[src/rtl/ipv4_pkg.sv]
// Shared definitions for the IPv4/TCP header capture path and its parser.
package ipv4_pkg;

  // Width of the captured header and of the parser's data input.
  localparam int unsigned HDR_W = 320;

  typedef enum logic [1:0] {
    StIdle,
    StCapture,
    StDrain,
    StHold
  } cap_state_e;

  // Field MSB positions in the header; byte 0 of the packet sits at HDR_W-1.
  localparam int unsigned IP_VER_IHL_MSB = HDR_W - 1;
  localparam int unsigned IP_TOT_LEN_MSB = HDR_W - 1 - 16;
  localparam int unsigned IP_PROTO_MSB   = HDR_W - 1 - 72;
  localparam int unsigned IP_SRC_MSB     = HDR_W - 1 - 96;
  localparam int unsigned IP_DST_MSB     = HDR_W - 1 - 128;
  localparam int unsigned TCP_SPORT_MSB  = HDR_W - 1 - 160;
  localparam int unsigned TCP_DPORT_MSB  = HDR_W - 1 - 176;
  localparam int unsigned TCP_SEQ_MSB    = HDR_W - 1 - 192;
  localparam int unsigned TCP_FLAGS_MSB  = HDR_W - 1 - 264;

  // MSB bit position of packet byte byte_idx within the header.
  function automatic int unsigned hdr_byte_msb(input int unsigned byte_idx);
    return HDR_W - 1 - 8 * byte_idx;
  endfunction

endpackage

[src/rtl/sat_counter.sv]
// Saturating up-counter: counts inc pulses and sticks at all-ones.
module sat_counter #(
  parameter int unsigned CNT_W = 32
) (
  input  logic             clk,
  input  logic             reset_n,
  input  logic             inc,
  output logic [CNT_W-1:0] count
);

  logic [CNT_W-1:0] count_q;

  // Count register; holds once every bit is set.
  always_ff @(posedge clk or negedge reset_n) begin
    if (!reset_n) begin
      count_q <= '0;
    end else if (inc && !(&count_q)) begin
      count_q <= count_q + CNT_W'(1);
    end
  end

  assign count = count_q;

endmodule

[src/rtl/ipv4_hdr_capture_ctrl.sv]
// Assembles the first HDR_W bits of each L3 packet into a header register for
// the combinational IPv4/TCP parser, hands it over with valid/ready and drops
// the payload.
module ipv4_hdr_capture_ctrl #(
  parameter int unsigned DATA_W = 64,
  parameter int unsigned HDR_W  = ipv4_pkg::HDR_W,
  parameter int unsigned CNT_W  = 32
) (
  input  logic              clk,
  input  logic              reset_n,
  input  logic              in_valid,
  output logic              in_ready,
  input  logic              in_startofpacket,
  input  logic              in_endofpacket,
  input  logic [DATA_W-1:0] in_data,
  output logic              hdr_valid,
  input  logic              hdr_ready,
  output logic [HDR_W-1:0]  hdr_data,
  output logic              hdr_short,
  output logic [CNT_W-1:0]  pkt_count,
  output logic [CNT_W-1:0]  short_count,
  output logic [CNT_W-1:0]  err_count
);
  import ipv4_pkg::*;

  localparam int unsigned BEATS = HDR_W / DATA_W;
  localparam int unsigned IDX_W = $clog2(BEATS);
  localparam logic [IDX_W-1:0] LAST_IDX = IDX_W'(BEATS - 1);

  cap_state_e       state_q, state_d;
  logic [IDX_W-1:0] idx_q, idx_d;
  logic [HDR_W-1:0] hdr_q, hdr_d;
  logic             hdr_valid_q, hdr_valid_d;
  logic             hdr_short_q, hdr_short_d;
  logic             run_q;
  logic             accept;
  logic             hdr_hs;
  logic             restart;
  logic             wr_en;
  logic             err_inc;

  // Write one beat into header slot `slot`, beat 0 landing in the MSBs.
  function automatic logic [HDR_W-1:0] put_beat(input logic [HDR_W-1:0] h,
                                                input logic [IDX_W-1:0] slot,
                                                input logic [DATA_W-1:0] d);
    logic [HDR_W-1:0] r;
    r = h;
    r[HDR_W - 1 - DATA_W * 32'(slot) -: DATA_W] = d;
    return r;
  endfunction

  assign accept = in_valid && in_ready;
  assign hdr_hs = hdr_valid_q && hdr_ready;

  // Upstream ready per state; run_q keeps it low through reset and the edge after.
  always_comb begin
    in_ready = 1'b0;
    unique case (state_q)
      StIdle:    in_ready = run_q && !hdr_valid_q;
      StCapture: in_ready = 1'b1;
      // Payload flows freely, but a new SOP waits until the header register is free.
      StDrain:   in_ready = !(hdr_valid_q && in_startofpacket);
      StHold:    in_ready = 1'b0;
      default:   in_ready = 1'b0;
    endcase
  end

  // Next-state, header assembly and error detection.
  always_comb begin
    state_d     = state_q;
    idx_d       = idx_q;
    hdr_d       = hdr_q;
    hdr_valid_d = hdr_valid_q;
    hdr_short_d = hdr_short_q;
    restart     = 1'b0;
    wr_en       = 1'b0;
    err_inc     = 1'b0;

    unique case (state_q)
      StIdle: begin
        if (accept) begin
          if (in_startofpacket) restart = 1'b1;
          else                  err_inc = 1'b1;
        end
      end
      StCapture: begin
        if (accept) begin
          if (in_startofpacket) begin
            restart = 1'b1;
            err_inc = 1'b1;
          end else begin
            wr_en = 1'b1;
          end
        end
      end
      StDrain: begin
        if (accept) begin
          if (in_startofpacket) begin
            restart = 1'b1;
            err_inc = 1'b1;
          end else if (in_endofpacket) begin
            state_d = (hdr_valid_q && !hdr_ready) ? StHold : StIdle;
          end
        end
      end
      StHold: begin
        if (hdr_hs) state_d = StIdle;
      end
      default: state_d = StIdle;
    endcase

    if (hdr_hs) hdr_valid_d = 1'b0;

    // Restart only happens with hdr_valid low, so the header register is free.
    if (restart) begin
      hdr_d = put_beat('0, '0, in_data);
      idx_d = IDX_W'(1);
      if (in_endofpacket) begin
        hdr_valid_d = 1'b1;
        hdr_short_d = 1'b1;
        idx_d       = '0;
        state_d     = StIdle;
      end else begin
        state_d = StCapture;
      end
    end

    if (wr_en) begin
      hdr_d = put_beat(hdr_q, idx_q, in_data);
      idx_d = idx_q + IDX_W'(1);
      if (idx_q == LAST_IDX) begin
        hdr_valid_d = 1'b1;
        hdr_short_d = 1'b0;
        idx_d       = '0;
        state_d     = in_endofpacket ? StIdle : StDrain;
      end else if (in_endofpacket) begin
        hdr_valid_d = 1'b1;
        hdr_short_d = 1'b1;
        idx_d       = '0;
        state_d     = StIdle;
      end
    end
  end

  // State and header registers.
  always_ff @(posedge clk or negedge reset_n) begin
    if (!reset_n) begin
      state_q     <= StIdle;
      idx_q       <= '0;
      hdr_q       <= '0;
      hdr_valid_q <= 1'b0;
      hdr_short_q <= 1'b0;
      run_q       <= 1'b0;
    end else begin
      state_q     <= state_d;
      idx_q       <= idx_d;
      hdr_q       <= hdr_d;
      hdr_valid_q <= hdr_valid_d;
      hdr_short_q <= hdr_short_d;
      run_q       <= 1'b1;
    end
  end

  assign hdr_valid = hdr_valid_q;
  assign hdr_data  = hdr_q;
  assign hdr_short = hdr_short_q;

  sat_counter #(.CNT_W(CNT_W)) u_pkt_cnt (
    .clk     (clk),
    .reset_n (reset_n),
    .inc     (hdr_hs),
    .count   (pkt_count)
  );

  sat_counter #(.CNT_W(CNT_W)) u_short_cnt (
    .clk     (clk),
    .reset_n (reset_n),
    .inc     (hdr_hs && hdr_short_q),
    .count   (short_count)
  );

  sat_counter #(.CNT_W(CNT_W)) u_err_cnt (
    .clk     (clk),
    .reset_n (reset_n),
    .inc     (err_inc),
    .count   (err_count)
  );

endmodule

[config.mk]
export PLATFORM = sky130hd
export DESIGN_NAME = ipv4_hdr_capture_ctrl
export DESIGN_NICKNAME = d
export VERILOG_FILES = /design/src/rtl/ipv4_pkg.sv /design/src/rtl/sat_counter.sv /design/src/rtl/ipv4_hdr_capture_ctrl.sv
export SDC_FILE = /design/constraint.sdc
export NUM_CORES = 1
export LEC_CHECK = 0
export CORE_ASPECT_RATIO = 1.2
export CORE_UTILIZATION = 44
export CTS_BUF_LIST = sky130_fd_sc_hd__clkbuf_2
export DETAILED_ROUTE_END_ITERATION = 12
export DONT_BUFFER_PORTS = 1
export PLACE_DENSITY_LB_ADDON = 0.08
export SLEW_MARGIN = 40
export SYNTH_ARGS = -nofsm -noshare
export SYNTH_HDL_FRONTEND = slang
export SYNTH_SLANG_ARGS = --single-unit
[constraint.sdc]
create_clock -name clk -period 3.1 [get_ports clk]
set_input_delay 0.31 -clock clk [delete_from_list [all_inputs] [get_ports clk]]
set_output_delay 0.31 -clock clk [all_outputs]
set_load 0.02 [all_outputs]
==> metrics.cfg <==
[sta]
rsz0062_at_grt = false
final_hold_viol_count = 424
min_period_ns = 2.84
holdWs_ns = -0.958
finalSetupTns_ns = 0
finalSetupViolations = 0
tightest_slew_ns = 1.55
skew_ns = 0.0589
drv_slew = 84
slew_headroom_pct = -3.33
clock.fmax_mhz = 352
period_share_pct = 91.6

[logic_synthesis]
ys_warn_count = 0
netlist_top_cells_area = dfrtp_1 (64%), a22o_1 (17%), xnor2_1 (2.7%)
seq_area_frac_synth_pct = 64.3
synth_top_area_share_pct = 64.3
ys_ff_latch = 424
synth.cell_area_mm2 = 0.0165
synth_largest_area_cell = dfrtp_1
synthArstFlopShare_pct = 100
postSynthCellCount = 1228
synth_edf_count = 0
yosysUniqueCellTypes = 64
syn_avg_cell_area_um2 = 13.4
synth.net_count = 1309
ys.flop_type = dfrtp_1

[cts]
hold_buffers = 74
numCtsBuffers = 103
clockBufferDepth = 3
clk_pin_slew_worst_paths_ns = 0.11
cts-root-buf = clkbuf_2
cts_max_level = 3
numClockSinks = 424
cts_tree = yes
cts_setup_buffers = 0
clk_latency_ns = 1.00

[run_status]
outcome = complete, but fails checks
violations = negative hold slack, max-slew violations

[grt]
grt_max_degree = 425
track_usage_pct = 26.6
grt-ovfl-total = 0
grt_pass1_wl_um = 76700
antenna_found_initial = 4
grt_pass1_vias = 11900

[setup_path]
cp_num_buf_inv = 3
cp_top_family = simple AND/OR/NAND/NOR gates
reg2reg_from = state_q[1]$_DFF_PN0_
cp_slowest_stage_delay_ns = 0.61
path_max_fanout = 41
crit_path_start_kind = flop
required_ns = 4.01
endpoint_kind = flop
worst_path_max_delay_cell = nor2_4
crit_path_start = state_q[1]$_DFF_PN0_
worst-endpoint-arrival_ns = 3.75
path_class = flop to flop
cp_common_cell = inv_1
crit_chain = inv_1 -> ha_1 -> inv_1 -> o211ai_1 -> nor3_2 -> nor2_4 -> buf_12 -> a22o_1

[floorplan]
initial_utilization_pct = 44.7
coreArea_mm2 = 0.0369
die_y_um = 214
io_pins = 489
die_w_um = 179
die-area_mm2 = 0.0383
row_count = 77

[placement]
gp_congestion = 0.830
io_buffers = 0
hpwl_um = 32100

[power_and_ir_drop]
cellLeakagePower_nw = 9.07
power_density_mw_per_mm2 = 810
ir_drop_mv = 0.395

[min_path]
hp-class = primary input to async pin

[drt]
num_vias = 11500
avgRoutedWirePerCell_um = 26.8
drt_iter0_markers = 878
drc = 0
ant_nets = 0
viasPerCell = 6.03
dr.pass1.iters = 5
wl_um = 50900

[final_layout]
area_growth_syn_to_layout_pct = 13.5
final-seq-area_mm2 = 0.0106
multiInputGateArea_mm2 = 0.00558
drive_gt1_share_pct = 14.4
fillers = 3300
nets = 1436

[run]
cap_violations = 0

==> layout by cell type (no fill, tap or decap), types with 5 or more instances in the layout <==
cell type      netlist  routed
nor4_1              12      11
clkinv_1             0      24
or3_1                5       5
and2_1              12      10
xnor2_1             50      50
buf_12               0       7
mux2_2               5       5
nor2_1              32      29
dfrtp_1            424     424
xor2_1              40      40
ha_1                11      11
nor3_1              18      17
buf_4                0      20
nand2_1             44      44
and4_1              11      11
nor4b_1              6       6
nand4_1             33      33
and3_1              16      16
a22o_1             320     320
dlygate4sd3_1        0      74
clkbuf_2             0     140
o21ai_0              5       5
nand3_1             38      38
inv_1               11      11
==> cells by family (layout without fill, tap and decap cells) <==
group,after synthesis,after routing,share of synthesized area (%)
xor+xnor,90,90,4.78
flops,424,424,64.3
compound gates,351,351,18.5
simple gates,252,252,8.61
fa+ha+maj,11,11,0.835
other cells,1,4,0.0227
buf+inv,90,284,2.25
mux,9,9,0.614
==> routing by layer <==
layer  wire length [µm]  global-route usage, %  share of wire (%)  vias to the layer above
met4               2440                   14.2                4.8                        2
met5                 13                      0              0.026                        -
met1              19800                   32.3                 39                     5854
li1                   -                      -                  -                     4952
met3               4760                   9.91                9.4                      119
met2              23900                   41.0                 47                      530
==> flip-flops by register name, indices dropped and copies added, names as in the netlist, named ones only <==
signal / cells
idx_q: 3
u_pkt_cnt.count: 32
u_err_cnt.count: 32
u_short_cnt.count: 32
state_q: 2
run_q: 1
hdr_data: 320
hdr_valid: 1
==> worst paths after layout <==
path	to	slack (ns)	depth (start not counted)
setup / recovery	hdr_data[210]$_DFFE_PN0P_	0.26	8
hold / removal	u_short_cnt.count[12]$_DFFE_PN0P_	-0.96	0
setup reg to reg	hdr_data[210]$_DFFE_PN0P_	0.26	8
hold reg to reg	u_short_cnt.count[31]$_DFFE_PN0P_	0.63	1
max in group asynchronous	async pin	2.82	0
min in group clk	hdr_data[230]$_DFFE_PN0P_	0.13	2
==> cell type report <==
| class | instances | area share, % |
|---|---|---|
| tap | 474 | 3.17 |
| clock inverter | 32 | 0.842 |
| sequential | 424 | 56.7 |
| antenna | 3 | 0.0401 |
| multi-input combinational | 714 | 29.8 |
| timing repair buffer | 101 | 5.51 |
| inverter | 11 | 0.221 |
| clock buffer | 140 | 3.74 |
==> through the flow <==
step	instance area (µm²)	utilization [%]	instances	power (W)	setup WS, ns
finish	18700	50.7	1899	0.0152	0.260
global route	18700	50.7	1899	0.0160	0.0565
CTS	18700	50.7	1896	0.0153	0.222
detailed placement	17100	46.4	1650	0.0116	0.322
global placement	17100	46.3	1650	0.0115	0.335
floorplan	16500	-	1228	0.0104	0.667
==> power breakdown <==
group / total (W) / internal [W] / switching (W)
Sequential: 0.00895 / 0.00657 / 0.00238
Clock: 0.00353 / 0.00130 / 0.00223
Combinational: 0.00268 / 0.00123 / 0.00145
==> cells in the mapped netlist, drive strengths merged, types with 2 or more instances <==
master and number:
a2111oi 2, clkbuf 49, nor3b 3, ha 11
xor2 40, nor2b 4, o21ai 6, mux2i 3
o31ai 3, and4 11, nand2 45, nor2 32
o211ai 3, mux2 6, buf 30, xnor2 50
a21oi 2, and3 16, or3 5, or4 4
nand3 40, nor4 13, nor4b 6, nand4b 3
nand2b 2, a22o 320, nor3 19, dfrtp 424
o2111ai 2, nand4 33, inv 11, and2 12
==> timing repair <==
action,in CTS,in global routing
setup endpoints to repair,0,0
endpoints found under the hold margin,831,424
gates resized for setup,0,0
No activity file was read; power rests on OpenSTA's default activity.
